File: config.mk
export PLATFORM = sky130hd
export DESIGN_NAME = bcd_counter_ndigit
export DESIGN_NICKNAME = d
export VERILOG_FILES = /design/src/rtl/bcd_counter_ndigit_pkg.sv /design/src/rtl/bcd_counter_ndigit_digit.sv /design/src/rtl/bcd_counter_ndigit.sv
export SDC_FILE = /design/constraint.sdc
export NUM_CORES = 1
export LEC_CHECK = 0
export ABC_AREA = 1
export CORE_UTILIZATION = 45
export CTS_BUF_LIST = sky130_fd_sc_hd__clkbuf_4
export CTS_CLUSTER_SIZE = 20
export DETAILED_ROUTE_END_ITERATION = 10
export GPL_TIMING_DRIVEN = 0
export PLACE_DENSITY_LB_ADDON = 0.1
export SETUP_SLACK_MARGIN = 0.15
export SLEW_MARGIN = 20
export SYNTH_ARGS = -nofsm -noshare
export SYNTH_HDL_FRONTEND = slang
export SYNTH_HIERARCHICAL = 1
export SYNTH_SLANG_ARGS = --single-unit
File: constraint.sdc
create_clock -name clk -period 2.5 [get_ports clk]
set_input_delay 0.25 -clock clk [delete_from_list [all_inputs] [get_ports clk]]
set_output_delay 0.25 -clock clk [all_outputs]
set_load 0.01 [all_outputs]
File: src/rtl/bcd_counter_ndigit_pkg.sv
// Shared types, digit limits and the BCD validity check for the multi-digit BCD counter.
package bcd_counter_pkg;

  typedef logic [3:0] bcd_digit_t;

  localparam bcd_digit_t BCD_MAX = 4'd9;
  localparam bcd_digit_t BCD_MIN = 4'd0;

  function automatic logic is_bcd(input bcd_digit_t nibble);
    return (nibble <= BCD_MAX);
  endfunction

endpackage

File: src/rtl/bcd_counter_ndigit_digit.sv
// One decimal digit of the counter chain: computes the stepped digit value and the
// carry/borrow passed to the next more-significant digit.
module bcd_digit_cell
  import bcd_counter_pkg::*;
(
  input  logic       step,
  input  logic       up_dn,
  input  logic       cin,
  input  bcd_digit_t d,
  output bcd_digit_t nxt,
  output logic       cout
);

  logic at_term_s;

  // Next digit value and carry/borrow-out for this position.
  always_comb begin
    at_term_s = 1'b0;
    nxt       = d;
    if (up_dn) begin
      at_term_s = (d == BCD_MAX);
    end else begin
      at_term_s = (d == BCD_MIN);
    end
    cout = cin & at_term_s;
    if (step && cin) begin
      if (at_term_s) begin
        nxt = up_dn ? BCD_MIN : BCD_MAX;
      end else if (up_dn) begin
        nxt = d + 4'd1;
      end else begin
        nxt = d - 4'd1;
      end
    end else begin
      nxt = d;
    end
  end

endmodule

File: src/rtl/bcd_counter_ndigit.sv
// N-digit up/down BCD counter with clear, validated parallel load, wrap or saturate
// at the terminal value, cascade terminal count and sticky overflow.
module bcd_counter_ndigit
  import bcd_counter_pkg::*;
#(
  parameter int unsigned NUM_DIGITS = 32'd2,
  parameter bit          WRAP_EN    = 1'b1
) (
  input  logic                    clk,
  input  logic                    rst,
  input  logic                    en,
  input  logic                    up_dn,
  input  logic                    clr,
  input  logic                    ld,
  input  logic [4*NUM_DIGITS-1:0] ld_val,
  output logic [4*NUM_DIGITS-1:0] cnt,
  output logic                    vld,
  output logic                    tc,
  output logic                    ovf,
  output logic                    ld_err
);

  localparam int unsigned W = 4 * NUM_DIGITS;

  logic [W-1:0]          cnt_r, cnt_nxt_s, step_val_s;
  logic                  vld_r, vld_nxt_s;
  logic                  ovf_r, ovf_nxt_s;
  logic                  ld_err_r, ld_err_nxt_s;
  logic [NUM_DIGITS:0]   carry_s;
  logic [NUM_DIGITS-1:0] nib_ok_s;
  logic                  ld_ok_s;
  logic                  term_s;

  // carry_s[i] is high when every digit below i sits at the terminal digit value.
  assign carry_s[0] = 1'b1;

  for (genvar i = 0; i < NUM_DIGITS; i++) begin : g_digit
    bcd_digit_cell u_cell (
      .step  (en),
      .up_dn (up_dn),
      .cin   (carry_s[i]),
      .d     (cnt_r[4*i +: 4]),
      .nxt   (step_val_s[4*i +: 4]),
      .cout  (carry_s[i+1])
    );
    assign nib_ok_s[i] = is_bcd(ld_val[4*i +: 4]);
  end

  assign ld_ok_s = &nib_ok_s;
  assign term_s  = carry_s[NUM_DIGITS];
  assign tc      = en & term_s;

  // Priority mux: clr over ld over en; the stepped chain value wraps on its own.
  always_comb begin
    cnt_nxt_s    = cnt_r;
    vld_nxt_s    = 1'b0;
    ovf_nxt_s    = ovf_r;
    ld_err_nxt_s = 1'b0;
    if (clr) begin
      cnt_nxt_s = '0;
      ovf_nxt_s = 1'b0;
      vld_nxt_s = 1'b1;
    end else if (ld) begin
      if (ld_ok_s) begin
        cnt_nxt_s = ld_val;
        vld_nxt_s = 1'b1;
      end else begin
        ld_err_nxt_s = 1'b1;
      end
    end else if (en) begin
      if (term_s) begin
        ovf_nxt_s = 1'b1;
        if (WRAP_EN) begin
          cnt_nxt_s = step_val_s;
          vld_nxt_s = 1'b1;
        end else begin
          cnt_nxt_s = cnt_r;
        end
      end else begin
        cnt_nxt_s = step_val_s;
        vld_nxt_s = 1'b1;
      end
    end else begin
      cnt_nxt_s = cnt_r;
    end
  end

  // State and output registers with synchronous reset.
  always_ff @(posedge clk) begin
    if (rst) begin
      cnt_r    <= '0;
      vld_r    <= 1'b0;
      ovf_r    <= 1'b0;
      ld_err_r <= 1'b0;
    end else begin
      cnt_r    <= cnt_nxt_s;
      vld_r    <= vld_nxt_s;
      ovf_r    <= ovf_nxt_s;
      ld_err_r <= ld_err_nxt_s;
    end
  end

  assign cnt    = cnt_r;
  assign vld    = vld_r;
  assign ovf    = ovf_r;
  assign ld_err = ld_err_r;

endmodule

==> results of run 1 <==
[final cells by class]
cell class | instances | area, µm² | area share
plain buffers | 2 | 16.3 | 0.0116
inverters | 32 | 120 | 0.0859
clock buffers | 4 | 30.0 | 0.0215
well taps | 28 | 35.0 | 0.0250
flip-flops and latches | 11 | 223 | 0.159
multi-input cells | 132 | 726 | 0.519
repair buffers | 25 | 249 | 0.178
[sequential cells by signal (all words and copies together) (netlist names)]
name,count
cnt,8
vld,1
ovf,1
ld_err,1
[final timing paths]
path                            slack (ps)     end  cells after the start
worst max-delay path                   370      tc                      9
worst min-delay path                   490     ovf                      2
worst max register to register         850  cnt[3]                      9
worst min register to register         490     ovf                      2
[worst min-delay path, delay by kind of cell (launching register included)]
family,cells,cell delay (ps)
DFF,1,330
and+or+nand+nor,1,80
AOI/OAI and AO/OA,1,40
[through the flow]
step	hold WS [ps]	util	power, W	cell area [µm²]
floorplan	319	-	0.000331	1080
global placement	460	0.612	0.000393	1370
detailed placement	480	0.612	0.000398	1370
CTS	507	0.625	0.000535	1400
global route	547	0.626	0.000574	1400
finish	493	0.626	0.000532	1400
[per-layer routing]
metal	track usage	wire length (µm)
met2	0.331	1020
met5	0	0
met4	0.0833	35
met3	0.0208	88
met1	0.297	1150
[what timing repair did]
item | CTS | global route
hold buffers | 0 | 0
resized for setup | 1 | 2
setup endpoints to repair | 1 | 1
hold endpoints to repair | 0 | 0
[report_power, final]
| part | switching [W] | internal (W) | total [W] |
|---|---|---|---|
| logic | 0.000106 | 0.0000880 | 0.000194 |
| registers | 0.0000145 | 0.000185 | 0.000199 |
| clock network | 0.0000661 | 0.0000729 | 0.000139 |
[layout by cell type (no fill, tap or decap)]
cell,netlist,routed
dlygate4sd2_1,0,1
nand3_2,6,6
nor2_1,23,23
buf_6,1,1
xor2_1,2,2
nand3_4,1,1
o21ai_0,4,4
clkbuf_4,0,4
a21oi_2,2,2
a21oi_1,5,5
ha_1,4,4
o211ai_1,2,2
clkdlybuf4s50_1,0,24
nor2_2,1,1
inv_1,24,24
nand3_1,4,4
fa_1,2,2
buf_2,1,1
nand2_4,2,2
dfxtp_2,0,2
nand2_1,55,55
conb_1,1,2
nor2_4,2,2
or2_1,3,3
o21ai_1,2,2
inv_2,8,8
dfxtp_1,11,9
nand2_2,10,10
[kinds of logic (layout without fill, tap and decap cells)]
family | after synthesis | count (layout) | synth area share
xor+xnor | 2 | 2 | 0.0162
simple gates | 107 | 107 | 0.485
flops | 11 | 11 | 0.204
fa+ha+maj | 6 | 6 | 0.0835
other cells | 1 | 2 | 0.00348
compound gates | 15 | 15 | 0.0812
buf+inv | 34 | 63 | 0.126
==> flow_summary.json, run 1 <==
{
  "grt_antenna_before_repair": 0,
  "worst-path-buf-inv": 3,
  "post-place-ws_ps": 128,
  "area_growth_pct": 29.7,
  "grt_overflow": 0,
  "htree_levels": 1,
  "synth.cell_area_um2": 1080,
  "status": "completed",
  "avgSynthCellArea_um2": 6.13,
  "wirelength_mm": 2.30,
  "async_reset_ff_frac": 0,
  "num-nets-final": 227,
  "rsz0062_at_grt": "false",
  "clockBufferDepth": 2,
  "yosysTopAreaCell": "dfxtp_1",
  "fin_tns_setup_ps": 0,
  "synth_top_area_share": 0.204,
  "ys_ff_latch": 11,
  "grt_pass1_wl_mm": 4.17,
  "yosysMostFrequentCell": "nand2_1",
  "synth_warnings": 6,
  "cts_tree": "built",
  "place_hpwl_mm": 1.83,
  "gp_congestion": 0.770,
  "coreArea_um2": 2230,
  "cp_cell_sequence": "nand3_1 -> nand2_2 -> nand2_4 -> nor2_1 -> inv_1 -> nor2_1 -> nand2_1 -> inv_1 -> clkdlybuf4s50_1",
  "finalSetupViolCount": 0,
  "port_buffers": 25,
  "via_count": 1078,
  "start_util": 0.483,
  "via_per_inst": 4.61,
  "drc": 0,
  "hp-start": "ovf",
  "die_h_um": 51.0,
  "synthTopCellsByArea": "dfxtp_1 (20%), nand2_1 (19%), inv_1 (8.4%), nor2_1 (8.0%), nand2_2 (5.8%)",
  "critPathLaunchType": "flop",
  "layoutNonFillerInstCount": 234,
  "max_freq_mhz": 469,
  "crit_path_start": "cnt[0]",
  "syn_inst": 176,
  "seq_area_frac_synth": 0.204,
  "max_cap_violations": 0,
  "finalCriticalPeriod_ps": 2130,
  "irDropWorstVdd_mv": 0.281,
  "synth_edf_count": 0,
  "dieArea_um2": 2600,
  "drv_slew": 0,
  "netlist_top_cells_count": "nand2_1 (55), inv_1 (24), nor2_1 (23)",
  "r2r-start": "cnt[2]",
  "post-cts-setup-buffer-count": 0,
  "synth_ff_type": "dfxtp_1",
  "layout-drive-gt1-share": 0.194,
  "wl_per_cell_um": 9.83,
  "cts-root-buf": "clkbuf_4",
  "cts_sinks": 11,
  "io_pins": 26,
  "ant_nets": 0,
  "placedCellCount": 230,
  "fin_skew_ps": 3.36,
  "setup_ws_ps": 367,
  "p_per_area_nw_per_um2": 380,
  "fin_crit_sh": 0.853,
  "first_pass_iters": 4,
  "clkLatencyLatePin_ps": 280,
  "ys_types": 24,
  "fp-row-count": 17,
  "power.leakage_nw": 0.730,
  "cpPeakStageDelay_ps": 540,
  "final-hold-violation-count": 0,
  "crit_type": "reg -> out",
  "critPathTopFamily": "buffers and inverters",
  "worstPathRequired_ps": 2250,
  "fill_cells": 226,
  "cpMaxStageDelayCell": "clkdlybuf4s50_1",
  "cp-end-kind": "output pin",
  "drt_iter0_markers": 18,
  "antenna_cells": 0,
  "critPathMaxFanout": 6,
  "globalRouteTotalUtil": 0.212,
  "path_clk_slew_ps": 70,
  "crit_arrival_ps": 1880,
  "dieWidth_um": 51.0,
  "min_path_type": "reg -> reg",
  "grt_max_degree": 11,
  "grt_pass1_vias": 1005,
  "cts-buffers-inserted": 3
}
No activity file was read; power rests on OpenSTA's default activity.
==> inputs of run 2 (changes only) <==
- CORE_ASPECT_RATIO: unset -> 0.6
- SKIP_CTS_REPAIR_TIMING: unset -> 1
==> flow_summary.json, run 2 (synthesis gave the netlist of run 1 again) <==
{
  "fin_skew_ps": 15.4,
  "grt_antenna_before_repair": 0,
  "largest_register_ffs": 8,
  "critPathMaxFanout": 6,
  "whs_path_depth": 2,
  "layout-drive-gt1-share": 0.197,
  "cp-end-kind": "output pin",
  "power.switching_w": 0.000194,
  "clockBufferDepth": 2,
  "fin_hold_ws_ps": 491,
  "placed_area_um2": 1370,
  "worstHoldEndpoint": "ovf",
  "status": "completed",
  "r2r-start": "cnt[3]",
  "start_util": 0.488,
  "cpPeakStageDelay_ps": 530,
  "final_cell_mix": "nand2_1 (55), inv_1 (24), clkdlybuf4s50_1 (24)",
  "wirelength_mm": 2.74,
  "worst-path-buf-inv": 3,
  "drc": 0,
  "cts-root-buf": "clkbuf_4",
  "num-nets-final": 229,
  "gp_congestion": 0.786,
  "drt_iter0_markers": 48,
  "drv_slew": 0,
  "pwr-share-seq": 0.377,
  "dieArea_um2": 2600,
  "final-hold-violation-count": 0,
  "via_count": 1101,
  "htree_levels": 1,
  "via_per_inst": 4.63,
  "ff2ff_setup_slack_ps": 800,
  "cts-buffers-inserted": 3,
  "final_core_util": 0.640,
  "grt_pass1_wl_mm": 4.16,
  "grt_pass1_vias": 948,
  "p_per_area_nw_per_um2": 373,
  "die_h_um": 39.9,
  "worstReg2RegEnd": "cnt[7]",
  "clkLatencyLatePin_ps": 280,
  "grt_max_degree": 11,
  "path_clk_slew_ps": 70,
  "power.leakage_nw": 0.747,
  "io_pins": 26,
  "fin_crit_sh": 0.882,
  "grt_overflow": 0,
  "antenna_cells": 0,
  "coreArea_um2": 2210,
  "first_pass_iters": 4,
  "sw_frac_of_total": 0.367,
  "finalSetupViolCount": 0,
  "p_int_w": 0.000334,
  "dieWidth_um": 65.2,
  "crit_arrival_ps": 1960,
  "cpMaxStageDelayCell": "clkdlybuf4s50_1",
  "finalInstanceArea_um2": 1420,
  "fp-row-count": 13,
  "area_growth_pct": 31.3,
  "place_hpwl_mm": 2.19,
  "finalCriticalPeriod_ps": 2210,
  "clock_power_share": 0.238,
  "cts_tree": "built",
  "port_buffers": 25,
  "cts_sinks": 11,
  "max_freq_mhz": 453,
  "ant_nets": 0,
  "rsz0062_at_grt": "false",
  "fin_tns_setup_ps": 0,
  "worstPathRequired_ps": 2250,
  "irDropWorstVdd_mv": 0.286,
  "max_cap_violations": 0,
  "cp_cell_sequence": "nand3_1 -> nand2_2 -> nand2_4 -> nor2_1 -> inv_1 -> nor2_1 -> nand2_1 -> inv_1 -> clkdlybuf4s50_1",
  "critPathLaunchType": "flop",
  "mostFrequentLayoutCell": "nand2_1",
  "reg2regPathDepth": 13,
  "wl_per_cell_um": 11.5,
  "crit_type": "reg -> out",
  "globalRouteTotalUtil": 0.225,
  "hp-start": "ovf",
  "critPathTopFamily": "buffers and inverters",
  "pwr-share-comb": 0.385,
  "min_path_type": "reg -> reg"
}
run 2: changes by cell type in the layout (fill, tap and decap cells not counted), sizes merged:
| cell | previous run | this run |
|---|---|---|
| clkbuf | 4 | 3 |
| dlygate4sd2 | 1 | 0 |
| buf | 2 | 4 |
| dlymetal6s2s | 0 | 1 |
| clkinv | 0 | 1 |
run 2: worst max path at each step:
stage                start      to  cells past startpoint
CTS                  up_dn      tc                     11
floorplan           cnt[2]  cnt[3]                     10
global placement     up_dn      tc                     11
global route        cnt[3]      tc                      9
finish              cnt[3]      tc                      9
detailed placement   up_dn      tc                     11
run 2: worst reg2reg max path, cell delays in order, from the launching register on:
cell	delay, ps
dfxtp_1	450
nand3_1	130
nand2_2	110
nand2_4	70
nor2_1	120
nand2_1	150
inv_1	140
o21ai_1	80
inv_1	60
a21oi_2	50
nand2_1	60
nand2_1	40
nor2_1	90
nor2_1	50
run 2: layer usage:
metal | up-vias | routed length, µm | track usage
li1 | 593 | - | -
met1 | 477 | 1300 | 0.281
met2 | 31 | 1230 | 0.402
met3 | 0 | 211 | 0.0727
met4 | 0 | 0 | 0.0163
met5 | - | 0 | 0
run 2: power groups by stage:
stage	clock, W	combinational [W]	sequential, W
after floorplan	0	0.000127	0.000205
final	0.000126	0.000204	0.000199
after global routing	0.000136	0.000226	0.000201
after global placement	0	0.000193	0.000203
after CTS	0.000129	0.000200	0.000199
after detailed placement	0	0.000199	0.000203
run 2: through the flow:
| stage | worst slack [ps] | cells | power, W |
|---|---|---|---|
| final | 294 | 238 | 0.000528 |
| after global routing | 175 | 238 | 0.000563 |
| after CTS | 128 | 236 | 0.000528 |
| after global placement | 134 | 232 | 0.000395 |
| after floorplan | 941 | 177 | 0.000331 |
| after detailed placement | 130 | 232 | 0.000402 |
run 2: cell type report:
cell class,instances,area [µm²]
Buffer,2,16.3
Clock buffer,3,22.5
Clock inverter,1,5.00
Fill cell,218,796
Inverter,32,120
Multi-Input combinational cell,132,726
Sequential cell,11,221
Tap cell,30,37.5
Timing Repair Buffer,27,268
==> inputs of run 3 (changes only) <==
- CORE_MARGIN: unset -> 1
==> results of run 3 <==
The final DEF is identical to that of run 2; final timing and power are the same.
